**src/rtl/seq_gen.sv**
```systemverilog
// seq_gen: serial pattern transmitter.
// On an accepted start it sends PATTERN (MSB first) rep times (0 means 16),
// with gap idle cycles between copies, then pulses done for one cycle.
// Optional build macro: SEQ_GEN_LFSR_EN -- idle/gap filler bits come from a
// 7-bit Fibonacci LFSR (x^7+x^6+1, seed 7'h5A) instead of the constant IDLE_BIT.
module seq_gen #(
  parameter int               WIDTH    = 7,
  parameter logic [WIDTH-1:0] PATTERN  = 7'b1110010,
  parameter logic             IDLE_BIT = 1'b0
) (
  input  logic       clk,
  input  logic       reset,
  input  logic       start,
  input  logic [3:0] rep,
  input  logic [3:0] gap,
  output logic       ready,
  output logic       x,
  output logic       frame,
  output logic       done
);

  localparam int            IW       = (WIDTH > 1) ? $clog2(WIDTH) : 1;
  localparam logic [IW-1:0] LAST_IDX = IW'(WIDTH - 1);

  typedef enum logic [1:0] {
    ST_IDLE,
    ST_SEND,
    ST_GAP
  } state_t;

  state_t        r_state;
  logic [IW-1:0] r_idx;       // index of the pattern bit currently on x
  logic [4:0]    r_copies;    // copies still to send, including the current one
  logic [3:0]    r_gap_len;   // gap length latched at acceptance
  logic [3:0]    r_gap_cnt;   // idle cycles left in the current gap, including this one
  logic          r_x;
  logic          r_frame;
  logic          r_done;

  logic [IW-1:0] w_idx_dec;
  logic          w_idle_nxt;  // filler level that x must show in the next cycle

  assign w_idx_dec = r_idx - 1'b1;

`ifdef SEQ_GEN_LFSR_EN
  localparam logic [6:0] LFSR_SEED = 7'h5A;
  localparam logic       RST_X     = LFSR_SEED[0];

  logic [6:0] r_lfsr;
  logic [6:0] w_lfsr_nxt;

  // The LFSR free-runs while filler is on the line and freezes while a copy is sent.
  assign w_lfsr_nxt = (r_state == ST_SEND) ? r_lfsr
                                           : {r_lfsr[5:0], r_lfsr[6] ^ r_lfsr[5]};
  assign w_idle_nxt = w_lfsr_nxt[0];

  // LFSR state register, restarted from the seed on reset.
  always_ff @(posedge clk) begin
    if (!reset) begin
      r_lfsr <= LFSR_SEED;
    end else begin
      r_lfsr <= w_lfsr_nxt;
    end
  end
`else
  localparam logic RST_X = IDLE_BIT;

  assign w_idle_nxt = IDLE_BIT;
`endif

  // Transmit FSM: state, counters and all three registered outputs move together.
  always_ff @(posedge clk) begin
    // NOTE: sequential state uses non-blocking assignments so every register
    // samples pre-edge values; the later assignments below override defaults.
    if (!reset) begin
      r_state   <= ST_IDLE;
      r_idx     <= '0;
      r_copies  <= '0;
      r_gap_len <= '0;
      r_gap_cnt <= '0;
      r_x       <= RST_X;
      r_frame   <= 1'b0;
      r_done    <= 1'b0;
    end else begin
      r_done <= 1'b0;
      case (r_state)
        ST_IDLE: begin
          r_x     <= w_idle_nxt;
          r_frame <= 1'b0;
          if (start) begin
            r_state   <= ST_SEND;
            r_copies  <= (rep == 4'd0) ? 5'd16 : {1'b0, rep};
            r_gap_len <= gap;
            r_idx     <= LAST_IDX;
            r_x       <= PATTERN[LAST_IDX];
            r_frame   <= 1'b1;
          end
        end

        ST_SEND: begin
          if (r_idx != '0) begin
            r_idx <= w_idx_dec;
            r_x   <= PATTERN[w_idx_dec];
          end else if (r_copies > 5'd1) begin
            r_copies <= r_copies - 5'd1;
            if (r_gap_len != 4'd0) begin
              r_state   <= ST_GAP;
              r_gap_cnt <= r_gap_len;
              r_x       <= w_idle_nxt;
              r_frame   <= 1'b0;
            end else begin
              // Zero gap: next copy's MSB follows the LSB directly.
              r_idx <= LAST_IDX;
              r_x   <= PATTERN[LAST_IDX];
            end
          end else begin
            r_state  <= ST_IDLE;
            r_copies <= '0;
            r_x      <= w_idle_nxt;
            r_frame  <= 1'b0;
            r_done   <= 1'b1;
          end
        end

        ST_GAP: begin
          r_x <= w_idle_nxt;
          if (r_gap_cnt == 4'd1) begin
            r_state   <= ST_SEND;
            r_gap_cnt <= '0;
            r_idx     <= LAST_IDX;
            r_x       <= PATTERN[LAST_IDX];
            r_frame   <= 1'b1;
          end else begin
            r_gap_cnt <= r_gap_cnt - 4'd1;
          end
        end

        default: begin
          r_state <= ST_IDLE;
          r_frame <= 1'b0;
          r_x     <= w_idle_nxt;
        end
      endcase
    end
  end

  assign ready = (r_state == ST_IDLE);
  assign x     = r_x;
  assign frame = r_frame;
  assign done  = r_done;

endmodule

```
**config.mk**
```make
export PLATFORM = sky130hd
export DESIGN_NAME = seq_gen
export DESIGN_NICKNAME = d
export VERILOG_FILES = /design/src/rtl/seq_gen.sv
export SDC_FILE = /design/constraint.sdc
export NUM_CORES = 1
export LEC_CHECK = 0
export CAP_MARGIN = 10
export CORE_ASPECT_RATIO = 0.75
export CORE_MARGIN = 1.5
export CORE_UTILIZATION = 53
export DETAILED_ROUTE_END_ITERATION = 8
export HOLD_SLACK_MARGIN = 0.12
export PLACE_DENSITY_LB_ADDON = 0.3
export SLEW_MARGIN = 0
export SYNTH_ARGS = -nofsm -noshare
export SYNTH_HDL_FRONTEND = slang
export SYNTH_SLANG_ARGS = --single-unit
```
**constraint.sdc**
```tcl
create_clock -name clk -period 1.9 [get_ports clk]
set_input_delay 0.38 -clock clk [delete_from_list [all_inputs] [get_ports clk]]
set_output_delay 0.38 -clock clk [all_outputs]
set_load 0.02 [all_outputs]
```
==> impl_metrics.tcl <==
set metrics [dict create \
    outcome "finished, final reports clean" \
    hold-path-endpoint "r_copies[4]" \
    yosysTopAreaCell "dfxtp_1" \
    post-cts-setup-buffers 0 \
    area_delta_synth_final_pct 16.7 \
    total_leakage_power_uw 0.000595 \
    globalRouteTotalUtil_pct 24.2 \
    antenna_found_initial 0 \
    cp-start-kind "flop" \
    hpwl_mm 2.46 \
    ant_nets 0 \
    grt_max_degree 13 \
    dp.cells 199 \
    min_path_type "reg2reg" \
    hold_depth 2 \
    drt_iter0_markers 41 \
    yosysMostFrequentCell "dfxtp_1" \
    cpPeakStageDelay_ns 0.43 \
    internal_power_uw 1240 \
    root_buffer "clkbuf_4" \
    crit_path_end_kind "flop" \
    die_w_um 61.1 \
    crit_arrival_ns 2.05 \
    r2r_setup_slack_ns 0.12 \
    cp.required_ns 2.17 \
    synth-edff-count 0 \
    ir_drop_mv 0.961 \
    numCtsBuffers 3 \
    clock_power_share_pct 9.6 \
    hold_start "r_copies[4]" \
    max_slew.worst_pin.slew_ns 0.610 \
    layout.cells.non_filler 203 \
    yosys.area.top_type_share_pct 31.3 \
    cp_max_fo 5 \
    period_share_pct 93.8 \
    ys_top_cells_by_count "dfxtp_1, nor2_1, inv_1" \
    regToRegStartpoint "r_copies[1]" \
    netlist-cell-type-count 54 \
    n_antenna_cell 0 \
    firstDrtPassIters 4 \
    cts.path.max_buffers 2 \
    fin_setup_tns_ns 0 \
    p_switching_uw 1080 \
    skew_ns 0.00185 \
    cap_viol_max_count 0 \
    rsz0062_at_grt "false" \
    path_cells "inv_1 > ha_1 > o21bai_2 > a21oi_1 > o21a_1 > o311a_1" \
    yosysWarningCount 0 \
    combPwrFrac_pct 58.0 \
    netlist_area_um2 1340 \
    rr_worst_depth 6 \
    grt_pass1_vias 1108 \
    drt_wl_total_mm 3.21 \
    finalHoldViolCount 0 \
    synth_nets 170 \
    ys_seq_elements 21 \
    n_fill_cell 196 \
    report.final.slew_viol_count 0 \
    critPathSlowestCell "dfxtp_1" \
    critPathKind "reg2reg" \
    synthArstFlopShare_pct 0 \
    max_freq_ghz 0.561 \
    period_needed_ns 1.78 \
    p_sw_share_pct 46.4 \
    cts_sinks 21 \
    drc 0 \
    fin_nets 188 \
    synth_flop_cell "dfxtp_1" \
    cts_tree "yes" \
    rr_endpoint "r_idx[1]" \
    syn_inst 152 \
    path_clk_slew_ns 0.12 \
    setup_ws_ns 0.117 \
    seq_area_um2 420 \
    io_buffer_count 14 \
    synth_area_leaders "dfxtp_1, ha_1, nor2_1, nand2b_1, mux2i_1" \
    slew_headroom_pct 59.0 \
    fp.dieH_um 46.6 \
    die_area_um2 2840 \
    start_util_pct 57.2 \
    vias_per_cell 5.95 \
    grt_pass1_wl_mm 5.00 \
    avgSynthCellArea_um2 8.82 \
    p_seq_share_pct 32.4 \
    num_vias 1207 \
    setup_viol 0 \
    h-tree-depth 1 \
    wl_per_cell_um 15.8 \
    dp_slack_ns 0.114 \
    finalWeightedCongestion 0.828 \
    placed_area_um2 1530 \
    ys_seq_area_share_pct 31.3 \
    power.density_nw_per_um2 1480 \
    multi_input_area_um2 846 \
    finalHoldWorstSlack_ns 0.524 \
    stdcell_area_um2 1570 \
    core_area_um2 2350 \
    boundaryPins 15 \
    insertion_delay_ns 0.31 \
    drive_gt1_share_pct 14.2 \
    rows 15 \
    grt_overflow_total 0 \
]
## area by class of cell
cell class | instances | share of cell area, %
clock buffers | 3 | 1.44
clock inverters | 1 | 0.320
inverters | 10 | 2.40
multi-input cells | 113 | 54.0
flip-flops and latches | 21 | 26.9
well taps | 34 | 2.72
repair buffers | 21 | 12.2
## worst max-delay path: cells and delay by family, from the launching register on
kind,cells,cell delay (ns)
AOI/OAI and AO/OA,4,1.04
DFF,1,0.43
adders and majority gates,1,0.17
buffers and inverters,1,0.09
## worst max-delay path by stage
stage | from | to | slack [ns] | cells after the start
floorplan | r_copies[1] | r_gap_cnt[3] | 0.31 | 6
global placement | reset | frame | 0.17 | 5
detailed placement | start | r_copies[3] | 0.11 | 6
CTS | r_copies[1] | r_gap_cnt[3] | 0.11 | 6
global route | r_idx[0] | r_gap_cnt[3] | 0.02 | 6
finish | r_copies[1] | r_idx[1] | 0.12 | 6
## placed cells by master (no fill, tap or decap), types with 4 or more instances in the layout
| master | synthesis | routed |
|---|---|---|
| a21oi_1 | 5 | 5 |
| o21ai_0 | 4 | 4 |
| clkdlybuf4s50_1 | 0 | 13 |
| nand2_1 | 9 | 9 |
| o21a_1 | 4 | 4 |
| ha_1 | 7 | 7 |
| nand2b_1 | 7 | 7 |
| nor2_1 | 14 | 14 |
| mux2i_1 | 4 | 4 |
| dfxtp_1 | 21 | 21 |
| a21boi_0 | 4 | 4 |
| inv_1 | 10 | 10 |
| nor3_1 | 4 | 4 |
| buf_4 | 1 | 7 |
## power groups by stage
| stage | clock, µW | sequential [µW] | combinational (µW) |
|---|---|---|---|
| 3_3_place_gp | 0 | 744 | 1260 |
| 6_report | 223 | 751 | 1350 |
| 4_1_cts | 231 | 746 | 1320 |
| 5_1_grt | 246 | 772 | 1460 |
| 3_5_place_dp | 0 | 756 | 1310 |
| 2_1_floorplan | 0 | 713 | 1020 |
## sequential cells by signal, indices dropped and copies added (netlist names)
name	flops
r_gap_cnt	4
frame	1
r_copies	5
r_idx	3
done	1
r_state	2
x	1
r_gap_len	4
## what timing repair did
item	4_1_cts	5_1_grt
endpoints found under the hold margin	0	0
gates resized for setup	1	1
setup endpoints to repair	1	1
hold buffers	0	0
## stage by stage
stage | power (µW) | utilization, %
floorplan | 1730 | -
finish | 2320 | 66.7
global placement | 2000 | 65.3
global route | 2480 | 66.7
CTS | 2300 | 66.4
detailed placement | 2070 | 65.3
## routing by layer
layer  up-vias  global-route usage [%]  routed length (µm)  part of all wire, %
li1        592                       -                   -                    -
met1       572                    30.4                1490                   47
met2        37                    39.6                1460                   45
met3         6                    7.02                 204                  6.4
met4         0                    8.70                  48                  1.5
met5         -                       0                   0                    0
## logic make-up after synthesis
| kind of cell | share of synthesized area [%] |
|---|---|
| buffers and inverters | 6.16 |
| AND/OR/NAND/NOR | 24.3 |
| adder cells (fa/ha/maj) | 6.53 |
| flip-flops | 31.3 |
| multiplexers | 2.99 |
| AO/OA/AOI/OAI | 28.7 |
(Power assumes the default switching activity.)
